`src/rtl/calc2_pkg.sv`:
```
// rtl/calc2_pkg.sv - calc2 command, response, completion and sequencer state types
package calc2_pkg;

    typedef enum logic [3:0] {
        reset_op = 4'h0,
        add_op   = 4'h1,
        sub_op   = 4'h2,
        shl_op   = 4'h5,
        shr_op   = 4'h6
    } operation_t;

    localparam operation_t NOP = reset_op;

    typedef enum logic [1:0] {
        RESP_NONE = 2'b00,
        RESP_OK   = 2'b01,
        RESP_ERR  = 2'b10,
        RESP_RSVD = 2'b11
    } resp_t;

    typedef struct packed {
        resp_t      resp;
        operation_t cmd;
    } cmp_rec_t;

    typedef enum logic [1:0] {
        ST_IDLE,
        ST_OP1,
        ST_OP2
    } seq_state_t;

endpackage

```
`src/rtl/calc_tag_pool.sv`:
```
// rtl/calc_tag_pool.sv - per-port tag pool: busy mask, lowest-free allocator, cmd/age store, timeout
module calc_tag_pool
    import calc2_pkg::*;
#(
    parameter int TAG_W       = 2,
    parameter int TIMEOUT_CYC = 64,
    parameter int LAT_W       = $clog2(TIMEOUT_CYC + 1)
) (
    input  logic             clk,
    input  logic             rst,
    input  logic             alloc,
    input  operation_t       alloc_cmd,
    input  logic             resp_valid,
    input  logic [TAG_W-1:0] rtag,
    output logic             any_free,
    output logic [TAG_W-1:0] alloc_tag,
    output logic             hit,
    output operation_t       hit_cmd,
    output logic [LAT_W-1:0] hit_age,
    output logic             timeout,
    output logic [TAG_W:0]   outstanding
);
    localparam int NTAG = 2 ** TAG_W;

    logic [NTAG-1:0]  busy;
    logic [NTAG-1:0]  expire;
    logic [NTAG-1:0]  free_mask;
    logic [NTAG-1:0]  alloc_mask;
    operation_t       cmd_store [NTAG];
    logic [LAT_W-1:0] age [NTAG];

    // Allocation looks only at the registered mask, so a tag freed this edge is not reused until the next.
    always_comb begin
        alloc_tag = '0;
        for (int i = NTAG - 1; i >= 0; i--) begin
            if (!busy[i]) alloc_tag = TAG_W'(i);
        end
    end

    assign any_free    = ~&busy;
    assign hit         = resp_valid && busy[rtag];
    assign hit_cmd     = cmd_store[rtag];
    assign hit_age     = age[rtag];
    assign timeout     = |expire;
    assign outstanding = (TAG_W + 1)'($countones(busy));

    // A tag expires as its age steps onto TIMEOUT_CYC; a response on that same edge takes precedence.
    always_comb begin
        expire     = '0;
        free_mask  = '0;
        alloc_mask = '0;
        for (int i = 0; i < NTAG; i++) begin
            expire[i]     = busy[i] && (age[i] == LAT_W'(TIMEOUT_CYC - 1)) && !(hit && rtag == TAG_W'(i));
            free_mask[i]  = expire[i] || (hit && rtag == TAG_W'(i));
            alloc_mask[i] = alloc && (alloc_tag == TAG_W'(i));
        end
    end

    always_ff @(posedge clk or posedge rst) begin
        if (rst) begin
            busy <= '0;
            for (int i = 0; i < NTAG; i++) begin
                age[i]       <= '0;
                cmd_store[i] <= NOP;
            end
        end else begin
            busy <= (busy & ~free_mask) | alloc_mask;
            for (int i = 0; i < NTAG; i++) begin
                if (alloc_mask[i]) begin
                    age[i]       <= '0;
                    cmd_store[i] <= alloc_cmd;
                end else if (busy[i] && !free_mask[i]) begin
                    age[i] <= age[i] + LAT_W'(1);
                end
            end
        end
    end

endmodule

```
`src/rtl/calc_port_sequencer.sv`:
```
// rtl/calc_port_sequencer.sv - per-port calc2 request sequencer with tag tracking and completion reporting
module calc_port_sequencer
    import calc2_pkg::*;
#(
    parameter int NUM_PORTS   = 4,
    parameter int DATA_W      = 32,
    parameter int TAG_W       = 2,
    parameter int TIMEOUT_CYC = 64,
    localparam int LAT_W      = $clog2(TIMEOUT_CYC + 1)
) (
    input  logic                  c_clk,
    input  logic                  reset,
    input  logic [NUM_PORTS-1:0]  req_valid,
    output logic [NUM_PORTS-1:0]  req_ready,
    input  operation_t            req_cmd      [NUM_PORTS],
    input  logic [DATA_W-1:0]     req_op1      [NUM_PORTS],
    input  logic [DATA_W-1:0]     req_op2      [NUM_PORTS],
    output operation_t            duv_cmd      [NUM_PORTS],
    output logic [DATA_W-1:0]     duv_data     [NUM_PORTS],
    output logic [TAG_W-1:0]      duv_tag      [NUM_PORTS],
    input  logic [1:0]            duv_resp     [NUM_PORTS],
    input  logic [TAG_W-1:0]      duv_rtag     [NUM_PORTS],
    input  logic [DATA_W-1:0]     duv_rdata    [NUM_PORTS],
    output logic [NUM_PORTS-1:0]  cmp_valid,
    output logic [TAG_W-1:0]      cmp_tag      [NUM_PORTS],
    output resp_t                 cmp_resp     [NUM_PORTS],
    output logic [DATA_W-1:0]     cmp_data     [NUM_PORTS],
    output operation_t            cmp_cmd      [NUM_PORTS],
    output logic [LAT_W-1:0]      cmp_lat      [NUM_PORTS],
    output logic [NUM_PORTS-1:0]  err_spurious,
    output logic [NUM_PORTS-1:0]  err_timeout,
    output logic [TAG_W:0]        outstanding  [NUM_PORTS]
);

    for (genvar p = 0; p < NUM_PORTS; p++) begin : g_port
        seq_state_t       state, state_nxt;
        logic             ready, accept, resp_valid, any_free, hit, timeout;
        logic [TAG_W-1:0] alloc_tag, cur_tag, drv_tag, cmp_tag_q;
        operation_t       cur_cmd, hit_cmd, drv_cmd;
        logic [DATA_W-1:0] op1_q, op2_q, drv_data, cmp_data_q;
        logic [LAT_W-1:0] hit_age, cmp_lat_q;
        cmp_rec_t         rec_q;
        logic             cmp_valid_q, spur_q, timeout_q;

        assign resp_valid = (duv_resp[p] != 2'b00);
        assign ready      = ((state == ST_IDLE) || (state == ST_OP2)) && any_free;
        assign accept     = req_valid[p] && ready;

        calc_tag_pool #(
            .TAG_W       (TAG_W),
            .TIMEOUT_CYC (TIMEOUT_CYC),
            .LAT_W       (LAT_W)
        ) u_pool (
            .clk         (c_clk),
            .rst         (reset),
            .alloc       (accept),
            .alloc_cmd   (req_cmd[p]),
            .resp_valid  (resp_valid),
            .rtag        (duv_rtag[p]),
            .any_free    (any_free),
            .alloc_tag   (alloc_tag),
            .hit         (hit),
            .hit_cmd     (hit_cmd),
            .hit_age     (hit_age),
            .timeout     (timeout),
            .outstanding (outstanding[p])
        );

        always_comb begin
            state_nxt = state;
            drv_cmd   = NOP;
            drv_data  = '0;
            drv_tag   = '0;
            case (state)
                ST_IDLE: if (accept) state_nxt = ST_OP1;
                ST_OP1: begin
                    state_nxt = ST_OP2;
                    drv_cmd   = cur_cmd;
                    drv_data  = op1_q;
                    drv_tag   = cur_tag;
                end
                ST_OP2: begin
                    state_nxt = accept ? ST_OP1 : ST_IDLE;
                    drv_data  = op2_q;
                end
                default: state_nxt = ST_IDLE;
            endcase
        end

        // All operands are captured at accept so the requester may move on immediately.
        always_ff @(posedge c_clk or posedge reset) begin
            if (reset) begin
                state       <= ST_IDLE;
                cur_cmd     <= NOP;
                cur_tag     <= '0;
                op1_q       <= '0;
                op2_q       <= '0;
                cmp_valid_q <= 1'b0;
                cmp_tag_q   <= '0;
                cmp_data_q  <= '0;
                cmp_lat_q   <= '0;
                rec_q       <= '{resp: RESP_NONE, cmd: NOP};
                spur_q      <= 1'b0;
                timeout_q   <= 1'b0;
            end else begin
                state       <= state_nxt;
                cmp_valid_q <= hit;
                spur_q      <= resp_valid && !hit;
                timeout_q   <= timeout;
                if (accept) begin
                    cur_cmd <= req_cmd[p];
                    cur_tag <= alloc_tag;
                    op1_q   <= req_op1[p];
                    op2_q   <= req_op2[p];
                end
                if (hit) begin
                    cmp_tag_q  <= duv_rtag[p];
                    cmp_data_q <= duv_rdata[p];
                    cmp_lat_q  <= hit_age;
                    rec_q      <= '{resp: resp_t'(duv_resp[p]), cmd: hit_cmd};
                end
            end
        end

        assign req_ready[p]    = ready;
        assign duv_cmd[p]      = drv_cmd;
        assign duv_data[p]     = drv_data;
        assign duv_tag[p]      = drv_tag;
        assign cmp_valid[p]    = cmp_valid_q;
        assign cmp_tag[p]      = cmp_tag_q;
        assign cmp_resp[p]     = rec_q.resp;
        assign cmp_data[p]     = cmp_data_q;
        assign cmp_cmd[p]      = rec_q.cmd;
        assign cmp_lat[p]      = cmp_lat_q;
        assign err_spurious[p] = spur_q;
        assign err_timeout[p]  = timeout_q;
    end

endmodule

```
`config.mk`:
```
export PLATFORM = sky130hd
export DESIGN_NAME = calc_port_sequencer
export DESIGN_NICKNAME = d
export VERILOG_FILES = /design/src/rtl/calc2_pkg.sv /design/src/rtl/calc_tag_pool.sv /design/src/rtl/calc_port_sequencer.sv
export SDC_FILE = /design/constraint.sdc
export NUM_CORES = 2
export LEC_CHECK = 0
export BUFFER_PORTS_ARGS = -buffer_cell sky130_fd_sc_hd__buf_2
export CAP_MARGIN = 10
export CORE_AREA = 10 10 301 303
export CTS_CLUSTER_DIAMETER = 200
export DETAILED_ROUTE_END_ITERATION = 12
export DIE_AREA = 0 0 311 313
export PLACE_DENSITY = 0.59
export REMOVE_ABC_BUFFERS = 1
export SETUP_SLACK_MARGIN = 0.3
export SYNTH_ARGS = -nofsm -noshare
export SYNTH_HDL_FRONTEND = slang
export SYNTH_HIERARCHICAL = 1
export SYNTH_SLANG_ARGS = --single-unit
```
`constraint.sdc`:
```
create_clock -name c_clk -period 19.9 [get_ports c_clk]
set_clock_uncertainty 0.1 [all_clocks]
set_input_delay 1.99 -clock c_clk [delete_from_list [all_inputs] [get_ports c_clk]]
set_output_delay 1.99 -clock c_clk [all_outputs]
set_load 0.005 [all_outputs]
```
==> results.txt <==
wire per inst: 21.5 µm
r2r setup slk: 16330 ps
share of cells above drive strength 1: 46.0%
internal cell power: 0.00403 W
number of global-route vias before repair: 23.1k
worst setup path category: register to primary output
P_sw: 0.00208 W
Synth Register Bits: 680
Die Y-Extent: 313 µm
async set or reset register ratio after synthesis: 100%
cell taking the most area after synthesis: dfrtp_1
antenna violations before repair: 37
Synth Flop Type: dfrtp_1
power after layout: 0.00610 W
top post-synthesis cells by count: dfrtp_1, mux2_2, nand2_1
1st-pass router iterations: 5
start of the worst register-to-register path: g_port[1].state[0]
Via density: 5.03
actual slew at the worst max-slew pin: 1200 ps
clk sinks: 680
Final Cycle Share: 25.1%
Final setup viols: 0
largest net degree at the start of global routing: 107
synth unique cells: 45
H-tree depth: 3
hold path start: g_port[0].u_pool/cmd_store[6]
Final Hold Viols: 0
Sw Ratio: 34.0%
headroom to the max-slew limit: 20.2%
area delta synth->final: 24.0%
clock slew at reported path FFs: 60 ps
gr ovfl total: 0
Worst-Skew Late Latency: 630 ps
CTS tree: yes
final worst slack: 14900 ps
DRT antenna net count: 0
Crit Path Max Fanout: 35
initial core utilization: 36.7%
MaxCap Viol Count: 0
dpl ws: 14350 ps
die area: 97300 µm²
via count: 22.0k
Worst Reg-to-Reg Cells: 7
post-CTS sizing: 0
cts hold-fix bufs: 0
nets@finish: 3627
peak supply drop: 0.0907 mV
top area cells in the synthesized netlist: dfrtp_1, mux2_2, mux4_2, a22oi_1, nor2b_1
first-pass GRT wire length: 143 mm
combinational share of power: 36.6%
Leak Pwr: 18.0 nW
Hold Path Class: register to register
pwr dens: 158 nW/µm²
Yosys top cell area share: 54.7%
Post-CTS Setup Repair Bufs: 0
I/O Buffers: 789
DRT iter0 DRCs: 1344
Critical Path RT: 17810 ps
CP startpoint kind: register
Min-Delay Path Depth: 2
final core utilization: 45.6%
total wire length: 94.0 mm
clk buf depth: 3
synth warn: 6
Clock Power Share: 24.5%
hold worst-path end: g_port[0].u_pool/cmd_store[6]
Post-synth EDFFs: 0
minimum clock period: 5000 ps
die width: 311 µm
final number of max-transition violations: 0
GRT Overall Usage: 18.6%
I/O Pins: 790
RD Place Congestion: 0.775
post-synthesis area per instance: 12.9 µm²
CTS buffer count: 79
Max Fclk: 200 MHz
Crit. End Element: primary output
Final HPWL DP: 69.6 mm
DRC: 0
FP Rows: 107
fillers: 7959
Reg2Reg Capture Point: g_port[1].u_pool/cmd_store[12]
core box area: 84600 µm²
power share of the sequential group: 39.0%
root buf cell: clkbuf_16
Placed Cells: 4216
total negative slack: 0 ps
cells after synthesis: 2401
RSZ-0062 raised after global routing: no
sequential-to-total area share from yosys stat: 54.7%
Critical Path AT: 2910 ps
final std cells w/o fill: 4370
status: finished clean
most common cell in the netlist: dfrtp_1
Syn Std Cell Area: 31100 µm²
## layout make-up
type / count / area, µm² / area share, %
Sequential cell: 680 / 17000 / 44.1
Multi-Input combinational cell: 1516 / 12900 / 33.6
Timing Repair Buffer: 823 / 4200 / 10.9
Clock buffer: 115 / 2310 / 6.00
Tap cell: 1144 / 1430 / 3.71
Clock inverter: 24 / 388 / 1.01
Inverter: 53 / 206 / 0.536
Antenna cell: 15 / 37.5 / 0.0974
## cell usage in the layout, fill, tap and decap left out, drive strengths merged, types with 20 or more instances in the layout
master	instances
inv	57
o211ai	28
clkbuf	115
ha	48
a22oi	128
nor2b	132
nor2	52
nand3	48
a21oi	40
mux4	48
mux2i	20
dfrtp	680
buf	823
and2	32
nand2	220
mux2	488
or3	24
o21ai	32
o31ai	40
## cell families (layout without fill, tap and decap cells)
group / after synthesis / after routing / synth area share [%]
flops: 680 / 680 / 54.7
simple gates: 584 / 584 / 9.64
mux: 556 / 556 / 21.8
compound gates: 308 / 308 / 7.50
buf+inv: 205 / 1015 / 3.66
fa+ha+maj: 52 / 52 / 2.19
xor+xnor: 16 / 16 / 0.451
other cells: 0 / 15 / 0
## how the worst max path moves through the flow
stage / to / depth (start not counted) / startpoint
6_report: duv_data[74] / 5 / g_port[1].state[0]
5_1_grt: duv_data[74] / 5 / g_port[1].state[0]
4_1_cts: duv_data[74] / 5 / g_port[1].state[0]
3_5_place_dp: g_port[1].op1_q[3] / 5 / reset
3_3_place_gp: g_port[0].op1_q[6] / 5 / reset
2_1_floorplan: cmp_cmd[0] / 1 / reset
## power by group through the flow
stage,logic [W],registers (W),clock network [W]
finish,0.00223,0.00238,0.00149
global route,0.00246,0.00246,0.00160
CTS,0.00228,0.00238,0.00154
detailed placement,0.00228,0.00240,0
global placement,0.00224,0.00239,0
floorplan,0.00140,0.00231,0
## state kept, by name, indices dropped and copies added, names as in the netlist
| name | cells |
|---|---|
| g_port.state | 8 |
| cmp_resp | 8 |
| g_port.u_pool/busy | 16 |
| g_port.cmp_data_q | 128 |
| g_port.u_pool/age | 112 |
| g_port.spur_q | 4 |
| g_port.cur_tag | 8 |
| g_port.op1_q | 128 |
| g_port.u_pool/cmd_store | 64 |
| g_port.op2_q | 128 |
| g_port.cmp_valid_q | 4 |
| g_port.timeout_q | 4 |
| g_port.cmp_tag_q | 8 |
| cmp_cmd | 16 |
| g_port.cur_cmd | 16 |
| g_port.cmp_lat_q | 28 |
## through the flow
step                      hold WS [ps]  area (µm²)
after global routing               384       38500
after floorplan                    340       30100
after detailed placement           362       35800
after global placement             357       35800
after CTS                          375       38500
final                              371       38500
## critical path: stages, from the launching register on
cell	delay (ps)
dfrtp_1	430
inv_1	110
ha_2	900
a22oi_1	420
nor2b_1	260
buf_2	160
## metal layers
layer | routed length [µm] | share of wire [%] | GRT usage (%) | vias to the layer above
li1 | - | - | - | 10100
met1 | 38000 | 40 | 22.4 | 11000
met2 | 46100 | 49 | 31.6 | 703
met3 | 8030 | 8.6 | 6.71 | 133
met4 | 1720 | 1.8 | 4.18 | 30
met5 | 175 | 0.19 | 0 | -
(Power assumes the default switching activity.)
